<file path="config.mk">
export PLATFORM = sky130hd
export DESIGN_NAME = adder_share_arbiter
export DESIGN_NICKNAME = d
export VERILOG_FILES = /design/src/rtl/adder_share_pkg.sv /design/src/rtl/adder_share_arbiter_rr_arbiter.sv /design/src/rtl/ripple_adder.sv /design/src/rtl/adder_share_arbiter.sv
export SDC_FILE = /design/constraint.sdc
export NUM_CORES = 1
export LEC_CHECK = 0
export CAP_MARGIN = 20
export CORE_AREA = 2 2 230 232
export CTS_CLUSTER_DIAMETER = 50
export DETAILED_ROUTE_END_ITERATION = 8
export DIE_AREA = 0 0 232 234
export DONT_BUFFER_PORTS = 1
export HOLD_SLACK_MARGIN = 0.1
export PLACE_DENSITY = 0.42
export SKIP_CTS_REPAIR_TIMING = 1
export SYNTH_ARGS = -nofsm -noshare
export SYNTH_HDL_FRONTEND = slang
export SYNTH_SLANG_ARGS = --single-unit
</file>
<file path="constraint.sdc">
create_clock -name clk -period 59 [get_ports clk]
set_clock_uncertainty 0.05 [all_clocks]
set_input_delay 11.8 -clock clk [delete_from_list [all_inputs] [get_ports clk]]
set_output_delay 11.8 -clock clk [all_outputs]
set_load 0.05 [all_outputs]
</file>
<file path="src/rtl/adder_share_pkg.sv">
// Shared types and helpers for the adder-sharing arbiter and its round-robin picker.
package adder_share_pkg;

  typedef enum logic [1:0] {
    IDLE = 2'd0,
    CALC = 2'd1,
    RESP = 2'd2
  } state_t;

  // Index width for n requesters; never collapses to zero bits.
  function automatic int calc_id_w(input int n);
    return (n <= 1) ? 1 : $clog2(n);
  endfunction

endpackage

</file>
<file path="src/rtl/adder_share_arbiter_rr_arbiter.sv">
// Combinational round-robin picker: first set request strictly after the last grant, wrapping.
module rr_arbiter
  import adder_share_pkg::*;
#(
  parameter  int N    = 4,
  localparam int ID_W = calc_id_w(N)
) (
  input  logic [N-1:0]    i_req,
  input  logic [ID_W-1:0] i_last_grant,
  output logic [N-1:0]    o_grant,
  output logic [ID_W-1:0] o_grant_idx,
  output logic            o_any
);

  int              w_idx;
  logic [ID_W-1:0] w_sel;

  always_comb begin
    o_grant     = '0;
    o_grant_idx = '0;
    o_any       = 1'b0;
    w_idx       = 0;
    w_sel       = '0;
    // Offset N revisits the last grantee itself, so it wins only when it is alone.
    for (int off = 1; off <= N; off++) begin
      w_idx = (int'(i_last_grant) + off) % N;
      w_sel = ID_W'(w_idx);
      if (!o_any && i_req[w_sel]) begin
        o_any          = 1'b1;
        o_grant_idx    = w_sel;
        o_grant[w_sel] = 1'b1;
      end
    end
  end

endmodule

</file>
<file path="src/rtl/ripple_adder.sv">
// Combinational ripple-carry adder shared by all requesters.
module ripple_adder #(
  parameter int WIDTH = 64
) (
  input  logic [WIDTH-1:0] i_a,
  input  logic [WIDTH-1:0] i_b,
  input  logic             i_cin,
  output logic [WIDTH-1:0] o_sum,
  output logic             o_cout
);

  logic [WIDTH:0] w_carry;

  assign w_carry[0] = i_cin;

  for (genvar i = 0; i < WIDTH; i++) begin : g_bit
    assign o_sum[i]       = i_a[i] ^ i_b[i] ^ w_carry[i];
    assign w_carry[i + 1] = (i_a[i] & i_b[i]) | (w_carry[i] & (i_a[i] ^ i_b[i]));
  end

  assign o_cout = w_carry[WIDTH];

endmodule

</file>
<file path="src/rtl/adder_share_arbiter.sv">
// Time-shares one ripple adder among NUM_REQ requesters with round-robin grant and a
// single registered valid/ready response channel carrying the owner ID.
module adder_share_arbiter
  import adder_share_pkg::*;
#(
  parameter  int WIDTH   = 64,
  parameter  int NUM_REQ = 4,
  localparam int ID_W    = calc_id_w(NUM_REQ)
) (
  input  logic                     clk,
  input  logic                     rst_n,
  input  logic [NUM_REQ-1:0]       i_req_valid,
  output logic [NUM_REQ-1:0]       o_req_ready,
  input  logic [NUM_REQ*WIDTH-1:0] i_add1,
  input  logic [NUM_REQ*WIDTH-1:0] i_add2,
  output logic                     o_rsp_valid,
  output logic [ID_W-1:0]          o_rsp_id,
  output logic [WIDTH:0]           o_rsp_result,
  input  logic                     i_rsp_ready
);

  state_t            r_state;
  state_t            w_next_state;
  logic [ID_W-1:0]   r_last_grant;
  logic [ID_W-1:0]   r_id;
  logic [WIDTH-1:0]  r_op1;
  logic [WIDTH-1:0]  r_op2;
  logic              r_rsp_valid;
  logic [ID_W-1:0]   r_rsp_id;
  logic [WIDTH:0]    r_rsp_result;

  logic [NUM_REQ-1:0] w_grant;
  logic [ID_W-1:0]    w_grant_idx;
  logic               w_any;
  logic [WIDTH-1:0]   w_sel_add1;
  logic [WIDTH-1:0]   w_sel_add2;
  logic [WIDTH-1:0]   w_sum;
  logic               w_cout;

  rr_arbiter #(
    .N (NUM_REQ)
  ) u_rr_arbiter (
    .i_req        (i_req_valid),
    .i_last_grant (r_last_grant),
    .o_grant      (w_grant),
    .o_grant_idx  (w_grant_idx),
    .o_any        (w_any)
  );

  ripple_adder #(
    .WIDTH (WIDTH)
  ) u_ripple_adder (
    .i_a    (r_op1),
    .i_b    (r_op2),
    .i_cin  (1'b0),
    .o_sum  (w_sum),
    .o_cout (w_cout)
  );

  always_comb begin
    w_sel_add1 = '0;
    w_sel_add2 = '0;
    for (int k = 0; k < NUM_REQ; k++) begin
      if (w_grant_idx == ID_W'(k)) begin
        w_sel_add1 = i_add1[k*WIDTH +: WIDTH];
        w_sel_add2 = i_add2[k*WIDTH +: WIDTH];
      end
    end
  end

  always_ff @(posedge clk or negedge rst_n) begin
    if (!rst_n) begin
      r_state <= IDLE;
    end else begin
      r_state <= w_next_state;
    end
  end

  // Ready is decoded from state alone, so i_rsp_ready never reaches o_req_ready.
  always_comb begin
    w_next_state = r_state;
    o_req_ready  = '0;
    case (r_state)
      IDLE: begin
        if (w_any) begin
          o_req_ready  = w_grant;
          w_next_state = CALC;
        end
      end
      CALC: w_next_state = RESP;
      RESP: begin
        if (i_rsp_ready) begin
          w_next_state = IDLE;
        end
      end
      default: w_next_state = IDLE;
    endcase
  end

  always_ff @(posedge clk or negedge rst_n) begin
    if (!rst_n) begin
      r_last_grant <= ID_W'(NUM_REQ - 1);
      r_id         <= '0;
      r_op1        <= '0;
      r_op2        <= '0;
      r_rsp_valid  <= 1'b0;
      r_rsp_id     <= '0;
      r_rsp_result <= '0;
    end else begin
      case (r_state)
        IDLE: begin
          if (w_any) begin
            r_op1        <= w_sel_add1;
            r_op2        <= w_sel_add2;
            r_id         <= w_grant_idx;
            r_last_grant <= w_grant_idx;
          end
        end
        CALC: begin
          r_rsp_result <= {w_cout, w_sum};
          r_rsp_id     <= r_id;
          r_rsp_valid  <= 1'b1;
        end
        RESP: begin
          if (i_rsp_ready) begin
            r_rsp_valid <= 1'b0;
          end
        end
        default: r_rsp_valid <= 1'b0;
      endcase
    end
  end

  assign o_rsp_valid  = r_rsp_valid;
  assign o_rsp_id     = r_rsp_id;
  assign o_rsp_result = r_rsp_result;

endmodule

</file>
==> impl_table.tex <==
\begin{tabular}{lr}
\hline
Metric & Value \\
\hline
\multicolumn{2}{l}{\textbf{Power and ir drop}} \\
Switching Power & 601.6 uW \\
Static Leakage & 0.006366 uW \\
Part of the total power dissipated in the clock network & 0.173 \\
Ratio of total power to cell area & a little under 90 nW/um\^{}2 \\
Combinational power share & 0.531 \\
Power after layout & 1233 uW \\
Switching Share & 0.4878 \\
Reg power frac & 0.296 \\
Internal power & 631.6 uW \\
Worst vdd rail ir drop & 0.03373 mV \\
\multicolumn{2}{l}{\textbf{Routing}} \\
Via-to-Cell Ratio & around 4.9 \\
DR WL/cell & 23.49 um \\
DRC & 0 \\
1st-iter DRT viols & approximately 390 \\
Vias after detailed routing & $\sim$8800 \\
Pre-Repair DR Iteration Count & 5 \\
Number of nets still failing antenna checks after routing & 0 \\
Detailed-route wire length & 42.51 mm \\
\multicolumn{2}{l}{\textbf{Timing}} \\
Final setup violation count & 0 \\
Peak Freq & 38.38 MHz \\
Worst relative slew slack & 0.2370 \\
Min Clock Period, post-route & 26.05 ns \\
Final hold vios & 0 \\
Setup TNS & 0 ns \\
Number of slew-limit violations in the final report & 0 \\
Setup repair after global routing missed its margin & no \\
Worst Hold Margin & $\sim$0.42 ns \\
Slew at the pin closest to its max-slew limit & 1.137 ns \\
Part of the cycle the worst path needs & 0.4416 \\
\multicolumn{2}{l}{\textbf{Worst setup path}} \\
Number of buffers and inverters on the critical path & 3 \\
Biggest fanout along the worst timing path & 2 \\
Worst path max stage delay & 0.43 ns \\
Worst setup slack for register-to-register paths & 32.95 ns \\
End of the worst register-to-register path & o\_rsp\_result[63]\$\_DFFE\_PN0P\_ \\
FF-to-FF Start & r\_op1[0]\$\_DFFE\_PN0P\_ \\
Termination of the worst setup path & o\_rsp\_result[63]\$\_DFFE\_PN0P\_ \\
Type of the setup path with the least slack & flip-flop to flip-flop \\
Max stage delay cell, worst path & sky130\_fd\_sc\_hd\_\_fa\_1 \\
Critical path's most frequent cell & sky130\_fd\_sc\_hd\_\_fa\_1 \\
Reg2Reg Depth & 68 \\
Arrival time worst endpoint & roughly 26 ns \\
Worst Setup Start Kind & flip-flop \\
Worst setup path start & r\_op1[0]\$\_DFFE\_PN0P\_ \\
Dominant delay contributor by cell family on the critical path & adder cells \\
Worst Setup End Kind & flip-flop \\
Number of gates on the worst path with buffers counted & 68 \\
Required time of the critical path & roughly 60 ns \\
\multicolumn{2}{l}{\textbf{CTS}} \\
Num CTS Buffers & 35 \\
Clock tree from TritonCTS & yes \\
Clock slew at the register clock pins of the worst setup and hold paths & 0.05 ns \\
Deepest clock path buffer count & 3 \\
Clock network latency to the later pin of the worst-skew pair & 0.52 ns \\
Sinks on Clock Net & 202 \\
CTS H-Tree Depth & 2 \\
Clock Tree Root & sky130\_fd\_sc\_hd\_\_clkbuf\_16 \\
\multicolumn{2}{l}{\textbf{Synth}} \\
FFs w/ async S/R, synth & 1.000 \\
Share of the synthesized area in the top cell type & 0.4069 \\
Number of enable flip-flop cells after synthesis & 0 \\
Mapped Cells & around 1100 \\
Top cells by area, synth & sky130\_fd\_sc\_hd\_\_dfrtp\_1 41\%, sky130\_fd\_sc\_hd\_\_mux2i\_1 19\%, sky130\_fd\_sc\_hd\_\_fa\_1 10\% \\
Synthesized net count & 1721 \\
Count of yosys warnings during synthesis & 0 \\
Primary FF master, synth & sky130\_fd\_sc\_hd\_\_dfrtp\_1 \\
Average cell area after synthesis & 10.87 um\^{}2 \\
Number of flip-flops and latches in the synthesized netlist & 202 \\
Area of the mapped netlist & 12300 um\^{}2 \\
Part of the Yosys area used for sequential elements & 0.4111 \\
Distinct cell type count of the synthesized netlist & 41 \\
Area leader, netlist & sky130\_fd\_sc\_hd\_\_dfrtp\_1 \\
\multicolumn{2}{l}{\textbf{Place}} \\
Sum of net half-perimeters after detailed placement & 32.00 mm \\
Count of input and output buffers & 0 \\
Placer Congestion & just over 0.8 \\
\multicolumn{2}{l}{\textbf{Final layout}} \\
Syn-to-layout area delta & 15.22\% \\
Most frequent cells in the layout & 299 x sky130\_fd\_sc\_hd\_\_nand2\_1, 237 x sky130\_fd\_sc\_hd\_\_mux2i\_1, 200 x sky130\_fd\_sc\_hd\_\_dfrtp\_1 \\
Area occupied by registers & roughly 5000 um\^{}2 \\
Ratio of cells with drive above 1 in the final layout & 0.09375 \\
Final-layout fill cell count & 5486 \\
Nets & 1685 \\
Area occupied by multi-input gates & 6857 um\^{}2 \\
Most common library cell in the layout ignoring fill and taps & sky130\_fd\_sc\_hd\_\_nand2\_1 \\
\multicolumn{2}{l}{\textbf{Die}} \\
Die area & about 54000 um\^{}2 \\
Starting density of the core & 0.2364 \\
Number of top-level pins & 591 \\
Chip width & 232 um \\
Core Box Area & 52020 um\^{}2 \\
Num rows & 84 \\
Die height & 234 um \\
\multicolumn{2}{l}{\textbf{Run}} \\
Max-capacitance violation count & 0 \\
\multicolumn{2}{l}{\textbf{Global routing}} \\
Pin count of the biggest net entering global routing & 203 \\
Antenna violations before repair & 3 \\
Via count of the first global-routing pass & 9355 \\
Total grt overflow & 0 \\
Total routing resource utilization after global routing & 0.1509 \\
First-pass GRT wire length & 60.58 mm \\
\multicolumn{2}{l}{\textbf{Min path}} \\
Worst hold path class & flip-flop to flip-flop \\
\multicolumn{2}{l}{\textbf{Outcome}} \\
Run status & finished, final reports clean \\
\hline
\end{tabular}
==> per-stage QoR <==
stage,util,instances,instance area (um^2),worst slack (ns)
after floorplan,-,1132,12300,33.38
after global placement,0.2483,1746,12920,33.14
after detailed placement,0.2483,1746,12920,32.86
after CTS,0.2718,1807,14140,32.84
after global routing,0.2724,1809,14170,32.13
final,0.2724,1810,14170,32.95
==> how the worst min path moves through the flow <==
stage / startpoint / end / slack (ns) / cells after the start
2_1_floorplan: r_id[0]$_DFFE_PN0P_ / o_rsp_id[0]$_DFFE_PN0P_ / 0.39 / 2
3_3_place_gp: r_id[0]$_DFFE_PN0P_ / o_rsp_id[0]$_DFFE_PN0P_ / 0.40 / 2
3_5_place_dp: r_id[1]$_DFFE_PN0P_ / o_rsp_id[1]$_DFFE_PN0P_ / 0.41 / 2
4_1_cts: r_id[0]$_DFFE_PN0P_ / o_rsp_id[0]$_DFFE_PN0P_ / 0.42 / 2
5_1_grt: r_id[0]$_DFFE_PN0P_ / o_rsp_id[0]$_DFFE_PN0P_ / 0.46 / 2
6_report: r_id[0]$_DFFE_PN0P_ / o_rsp_id[0]$_DFFE_PN0P_ / 0.42 / 2
==> tightest hold or removal path, stage by stage, from the launching register on <==
cell and delay, ns:
sky130_fd_sc_hd__dfrtp_1 0.34, sky130_fd_sc_hd__nand2_1 0.05, sky130_fd_sc_hd__nand2_1 0.05
==> cells by family after synthesis <==
logic type | share of synthesized area
adder cells (fa/ha/maj) | 0.1097
buffers and inverters | 0.03570
AO/OA/AOI/OAI | 0.1098
multiplexers | 0.2228
flip-flops | 0.4111
AND/OR/NAND/NOR | 0.1110
==> final cells by class <==
cell class,count,share of cell area
multi-input cells,831,0.4838
flip-flops and latches,202,0.3568
well taps,688,0.06074
clock inverters,18,0.01651
repair buffers,14,0.008828
inverters,12,0.003178
diodes,2,0.0003531
clock buffers,43,0.06975
==> Yosys cell counts (2+ instances only) <==
cell and instances:
sky130_fd_sc_hd__mux4_2 10, sky130_fd_sc_hd__dfrtp_1 200, sky130_fd_sc_hd__nor2_1 26, sky130_fd_sc_hd__dfstp_2 2, sky130_fd_sc_hd__o21a_1 2, sky130_fd_sc_hd__nor2b_1 4, sky130_fd_sc_hd__fa_1 63, sky130_fd_sc_hd__ha_1 7
sky130_fd_sc_hd__nand3_1 9, sky130_fd_sc_hd__a21oi_1 2, sky130_fd_sc_hd__mux2_4 4, sky130_fd_sc_hd__nand2_1 300, sky130_fd_sc_hd__buf_4 2, sky130_fd_sc_hd__o21ai_1 2, sky130_fd_sc_hd__inv_1 12, sky130_fd_sc_hd__mux2i_1 237
sky130_fd_sc_hd__o211a_1 8, sky130_fd_sc_hd__clkbuf_1 47, sky130_fd_sc_hd__o21ai_0 5, sky130_fd_sc_hd__a22oi_1 6, sky130_fd_sc_hd__a221oi_1 16, sky130_fd_sc_hd__nand2b_1 3, sky130_fd_sc_hd__o221ai_1 101, sky130_fd_sc_hd__mux2_2 5
sky130_fd_sc_hd__o32a_1 8, sky130_fd_sc_hd__buf_2 30, sky130_fd_sc_hd__buf_6 3, sky130_fd_sc_hd__buf_1 5
==> state kept, by name (all words and copies together) (netlist names) <==
signal / flops
r_last_grant: 2
r_id: 2
o_rsp_valid: 1
o_rsp_result: 65
r_op1: 64
r_op2: 64
o_rsp_id: 2
r_state: 2
==> power by group through the flow <==
stage                     combinational, uW  sequential (uW)  clock [uW]
after CTS                               671              370         221
final                                   654              365         214
after floorplan                         516              340           0
after global routing                    732              377         227
after detailed placement                667              372           0
after global placement                  659              370           0
==> metal layers <==
metal,share of wire,GRT usage
met1,0.42,0.1894
met2,0.50,0.2618
met5,0.00031,0
met4,0.018,0.04167
met3,0.061,0.03198
Power figures use the tool's default switching activity.
